[src/rtl/keccak_pkg.sv]
// Shared Keccak types and helpers for the digest output path.
`timescale 1ns/1ps

package keccak_pkg;

  localparam int LANE_W = 64;
  localparam int STATE_DIM = 5;
  localparam int DIGEST_MAX_WORDS = 8;

  typedef logic [0:4][0:4][LANE_W-1:0] keccak_state_t;

  typedef enum logic [1:0] {
    SHA3_224 = 2'b00,
    SHA3_256 = 2'b01,
    SHA3_384 = 2'b10,
    SHA3_512 = 2'b11
  } sha3_mode_e;

  // Lanes streamed per digest; 224 uses four lanes with a half-filled tail.
  function automatic logic [3:0] mode_nwords(input sha3_mode_e m);
    logic [3:0] n;
    case (m)
      SHA3_224: n = 4'd4;
      SHA3_256: n = 4'd4;
      SHA3_384: n = 4'd6;
      default:  n = 4'd8;
    endcase
    return n;
  endfunction

  function automatic logic [63:0] bswap64(input logic [63:0] v);
    logic [63:0] r;
    r = '0;
    for (int i = 0; i < 8; i++) begin
      r[8*i +: 8] = v[56-8*i +: 8];
    end
    return r;
  endfunction

endpackage

[src/rtl/keccak_digest_tx.sv]
// Captures the final Keccak state and streams the SHA3 digest lanes as 64-bit words.
// Define KECCAK_DIGEST_BSWAP_EN to byte-reverse each lane so the first digest byte is out_data[63:56].
`timescale 1ns/1ps

module keccak_digest_tx
  import keccak_pkg::*;
#(
  parameter int WIDTH     = 64,
  parameter int MAX_WORDS = 8
) (
  input  logic                            clk,
  input  logic                            rst,
  input  logic                            st_valid,
  input  logic [0:4][0:4][WIDTH-1:0]      st_in,
  output logic                            st_ready,
  input  logic [1:0]                      mode,
  output logic [63:0]                     out_data,
  output logic [7:0]                      out_keep,
  output logic                            out_valid,
  input  logic                            out_ready,
  output logic                            out_last,
  output logic                            busy
);

  if (WIDTH != LANE_W) begin : g_width_check
    $error("keccak_digest_tx: only WIDTH=64 is supported");
  end
  if (MAX_WORDS != DIGEST_MAX_WORDS) begin : g_depth_check
    $error("keccak_digest_tx: MAX_WORDS must be 8");
  end

  typedef enum logic {
    ST_IDLE = 1'b0,
    ST_SEND = 1'b1
  } state_e;

  state_e                           state_q, state_d;
  logic [2:0]                       cnt_q, cnt_d;
  logic [3:0]                       nwords_q, nwords_d;
  sha3_mode_e                       mode_q, mode_d;
  logic [MAX_WORDS-1:0][WIDTH-1:0]  word_q, word_d;

  logic [MAX_WORDS-1:0][WIDTH-1:0]  cap_lane;
  logic [63:0]                      lane_out;
  logic [63:0]                      keep_mask;
  logic                             is_last;
  logic                             tail_224;
  logic                             unused_st_in;

  // Digest lane i sits at x = i % 5, y = i / 5 in the state array.
  for (genvar gi = 0; gi < MAX_WORDS; gi++) begin : g_lane
    assign cap_lane[gi] = st_in[gi % STATE_DIM][gi / STATE_DIM];
  end

  // Lanes beyond the eighth are never part of a digest.
  assign unused_st_in = ^st_in;

`ifdef KECCAK_DIGEST_BSWAP_EN
  localparam logic [7:0] TAIL_KEEP = 8'hF0;
  assign lane_out = bswap64(word_q[cnt_q]);
`else
  localparam logic [7:0] TAIL_KEEP = 8'h0F;
  assign lane_out = word_q[cnt_q];
`endif

  assign is_last  = (state_q == ST_SEND) && ({1'b0, cnt_q} == (nwords_q - 4'd1));
  assign tail_224 = is_last && (mode_q == SHA3_224);

  always_comb begin
    state_d  = state_q;
    cnt_d    = cnt_q;
    nwords_d = nwords_q;
    mode_d   = mode_q;
    word_d   = word_q;
    case (state_q)
      ST_IDLE: begin
        if (st_valid) begin
          word_d   = cap_lane;
          mode_d   = sha3_mode_e'(mode);
          nwords_d = mode_nwords(sha3_mode_e'(mode));
          cnt_d    = 3'd0;
          state_d  = ST_SEND;
        end
      end
      ST_SEND: begin
        if (out_ready) begin
          if (is_last) begin
            cnt_d   = 3'd0;
            state_d = ST_IDLE;
          end else begin
            cnt_d = cnt_q + 3'd1;
          end
        end
      end
      default: state_d = ST_IDLE;
    endcase
  end

  always_ff @(posedge clk) begin
    if (rst) begin
      state_q  <= ST_IDLE;
      cnt_q    <= 3'd0;
      nwords_q <= 4'd0;
      mode_q   <= SHA3_224;
      word_q   <= '0;
    end else begin
      state_q  <= state_d;
      cnt_q    <= cnt_d;
      nwords_q <= nwords_d;
      mode_q   <= mode_d;
      word_q   <= word_d;
    end
  end

  always_comb begin
    out_keep = 8'h00;
    if (state_q == ST_SEND) begin
      out_keep = tail_224 ? TAIL_KEEP : 8'hFF;
    end
  end

  // Unused bytes of a truncated word are forced to zero; idle output is all-zero.
  for (genvar gi = 0; gi < 8; gi++) begin : g_keep_mask
    assign keep_mask[8*gi +: 8] = {8{out_keep[gi]}};
  end

  assign out_data  = lane_out & keep_mask;
  assign out_valid = (state_q == ST_SEND);
  assign out_last  = is_last;
  assign busy      = (state_q == ST_SEND);
  assign st_ready  = (state_q == ST_IDLE) && !rst;

endmodule

[config.mk]
export PLATFORM = sky130hd
export DESIGN_NAME = keccak_digest_tx
export DESIGN_NICKNAME = d
export VERILOG_FILES = /design/src/rtl/keccak_pkg.sv /design/src/rtl/keccak_digest_tx.sv
export SDC_FILE = /design/constraint.sdc
export NUM_CORES = 1
export LEC_CHECK = 0
export ABC_AREA = 1
export CORE_AREA = 2 2 658 660
export CTS_BUF_LIST = sky130_fd_sc_hd__clkbuf_8 sky130_fd_sc_hd__clkbuf_16
export CTS_CLUSTER_SIZE = 8
export DETAILED_ROUTE_END_ITERATION = 8
export DIE_AREA = 0 0 660 662
export PLACE_DENSITY = 0.32
export SYNTH_ARGS = -nofsm -noshare
export SYNTH_HDL_FRONTEND = slang
export SYNTH_SLANG_ARGS = --single-unit
[constraint.sdc]
create_clock -name clk -period 3.1 [get_ports clk]
set_input_delay 0.31 -clock clk [delete_from_list [all_inputs] [get_ports clk]]
set_output_delay 0.31 -clock clk [all_outputs]
set_load 0.02 [all_outputs]
==> summary.md <==
| Metric | Value |
|---|---|
| Type of destination of the critical path | `output pin` |
| Cell Area, Placed | `36400 µm²` |
| P per Cell Area | `500 nW/µm²` |
| Max rail drop VDD | `0.000374 V` |
| Synth Area per Inst | `6.62 µm²` |
| Worst Path Arrival | `2.64 ns` |
| Worst path max stage delay | `0.36 ns` |
| TritonCTS clock tree | `yes` |
| DR top layer | `met5` |
| Row cnt | `241` |
| WL met2 | `97.0 mm` |
| Min Hold Slack | `0.157 ns` |
| WL met3 | `14.1 mm` |
| Die area | `437000 µm²` |
| Clock skew | `0.0625 ns` |
| Initial antenna violation count | `216` |
| Final worst slack | `0.153 ns` |
| Most frequent cell on the critical path | `buf_12` |
| Pleak | `14.4 nW` |
| DRT iter0 DRCs | `1148` |
| Final Hold Vio Count | `0` |
| Largest net degree at the start of global routing | `92` |
| Total track usage | `8.40%` |
| Unrepaired setup endpoints after global routing | `true` |
| Reg clk slew, reported paths | `0.06 ns` |
| Top Ports | `1682` |
| Commonest cells after routing, fill and taps aside | `1100 x nor2_1, 584 x o21ai_0, 524 x clkdlybuf4s50_1` |
| Clock share of power | `44.9%` |
| Critical setup path kind | `reg -> out` |
| Sum Neg Setup Slack | `0 ns` |
| Sequential fraction of design power | `37.0%` |
| Layout cells sized above 1 | `11.8%` |
| Relative slew margins | `39.6%` |
| WP buf/inv | `4` |
| H-tree depth | `3` |
| HP Class | `in -> reg` |
| CP required | `2.79 ns` |
| CP cell instances | `buf_12 -> clkinv_16 -> buf_12 -> o21ai_2 -> nand2_2 -> nor2_4 -> nor2_1 -> dlygate4sd2_1` |
| Top delay family on crit path | `buffers and inverters` |
| Vias in the first global route | `24700` |
| Die X | `660 µm` |
| Via-to-Cell Ratio | `2.55` |
| Power share of the combinational group | `18.1%` |
| Routed WL per cell | `19.5 µm` |
| Antenna viol nets, final | `0` |
| Gp weighted congestion | `0.736` |
| DR vias | `25000` |
| R2R setup slack | `0.92 ns` |
| Slew @ Worst Pin | `0.906 ns` |
| NumNets Final | `5663` |
| Final setup violation count | `0` |
| Clock buffer depth | `3` |
| Clk Latency, worst-skew pair | `0.72 ns` |
| DRC | `0` |
| I/O Buffers | `593` |
| Core area | `430000 µm²` |
| Sw Pwr | `0.00628 W` |
| Synthesized Nets | `5104` |
| Post-synth design cell area | `23100 µm²` |
| CP max stage cell | `dfxtp_4` |
| Cell count after synthesis | `3496` |
| Number of synthesized register bits | `521` |
| First-pass detailed-route iteration total | `5` |
| Commonest non-fill, non-tap cell in the layout | `nor2_1` |
| Total routed wirelength | `191 mm` |
| First-pass GRT wire length | `242 mm` |
| Clock root buffer | `clkbuf_16` |
| Layout Area Growth over Synthesis | `74.7%` |
| Status | `completed` |
| Dpl hpwl | `143 mm` |
| Final Cycle Share | `95.1%` |
| Initial Util | `5.38%` |
| Fillers | `50500` |
| CTS buffer count | `81` |
| Sequential-to-total area share from yosys stat | `45.1%` |
| Design area | `40400 µm²` |
| Sinks on Clock Net | `521` |
| P_int | `0.0139 W` |
| Max Slew Vio Count | `0` |
| Library cells used by synthesis | `19` |
| Hold-fix buffers, CTS | `0` |
| Maximum clock rate | `339 MHz` |
| Sw Share | `31.1%` |
| Syn. warnings | `0` |
| Total power | `0.0202 W` |
| Height of the die | `662 µm` |
| DP Worst Slack | `-0.119 ns` |
| WL met1 | `73.6 mm` |
| Max Cap Viol | `0` |
| Post-route minimum period | `2.95 ns` |
| Gr ovfl total | `0` |
| Startpoint Class | `flop` |
| Critical path peak fanout | `16` |
-- kinds of logic (layout without fill, tap and decap cells) --
kind of cell	count (synthesis)	after routing	share of synthesized area, %
AND/OR/NAND/NOR	1734	1734	29.0
AO/OA/AOI/OAI	810	810	17.5
flip-flops	521	521	45.1
buffers and inverters	429	1019	8.24
adder cells (fa/ha/maj)	2	2	0.108
other	0	23	0
-- stage by stage --
stage	std cells	util (%)
after floorplan	3496	-
after global placement	9635	8.46
after detailed placement	9635	8.46
after CTS	9785	9.33
after global routing	9808	9.40
final	9819	9.41
-- area by class of cell --
class                   count  area (µm²)  share of cell area [%]
well taps                5710        7140                    17.7
clock buffers              92        2180                    5.39
repair inverters            2        32.5                  0.0805
inverters                 143         594                    1.47
clock inverters            22         299                   0.740
multi-input cells        2546       11400                    28.2
flip-flops and latches    521       10400                    25.8
repair buffers            760        8270                    20.5
diodes                     23        57.6                   0.142
-- synthesized netlist by cell type (all sizes together) --
library cell | number | area share, %
nor2 | 1133 | 18
o21ai | 674 | 15
dfxtp | 521 | 45
nand2 | 437 | 7.1
nand3 | 164 | 3.5
buf | 149 | 3.7
inv | 143 | 2.3
clkbuf | 137 | 2.2
a21oi | 135 | 2.9
ha | 2 | 0.11
a211oi | 1 | 0.032
-- registers in the layout (all words and copies together) (netlist names) --
signal / cells
nwords_q: 3
cnt_q: 3
word_q: 512
busy: 1
mode_q: 2
-- power by group through the flow --
stage / sequential, W / combinational (W) / clock [W]
after floorplan: 0.00752 / 0.00154 / 0
after global placement: 0.00760 / 0.00352 / 0
after detailed placement: 0.00760 / 0.00351 / 0
after CTS: 0.00746 / 0.00380 / 0.00954
after global routing: 0.00753 / 0.00411 / 0.00973
final: 0.00747 / 0.00366 / 0.00906
-- routing by layer --
metal / track usage (%) / up-vias
met2: 15.3 / 783
met5: 0 / -
met1: 9.16 / 11400
met3: 2.95 / 456
met4: 2.33 / 120
li1: - / 12300
-- worst paths after layout --
path | start | to | depth (start not counted)
hold reg to reg | word_q[120] | word_q[120] | 2
hold / removal | st_in[1482] | word_q[330] | 3
setup / recovery | cnt_q[0] | out_data[7] | 8
setup reg to reg | busy | word_q[57] | 5
-- repair_timing --
action                                  CTS  global route
pin swaps                                13            12
endpoints found under the setup margin   68            49
buffers inserted                         22             6
gates cloned                             14             6
endpoints found under the hold margin     0             0
gates resized for setup                 341            64
-- worst min-delay path, delay by kind of cell --
| family | cells | cell delay [ns] |
|---|---|---|
| buffers and inverters | 1 | 0.39 |
| AND/OR/NAND/NOR | 2 | 0.15 |
No activity file was read; power rests on OpenSTA's default activity.
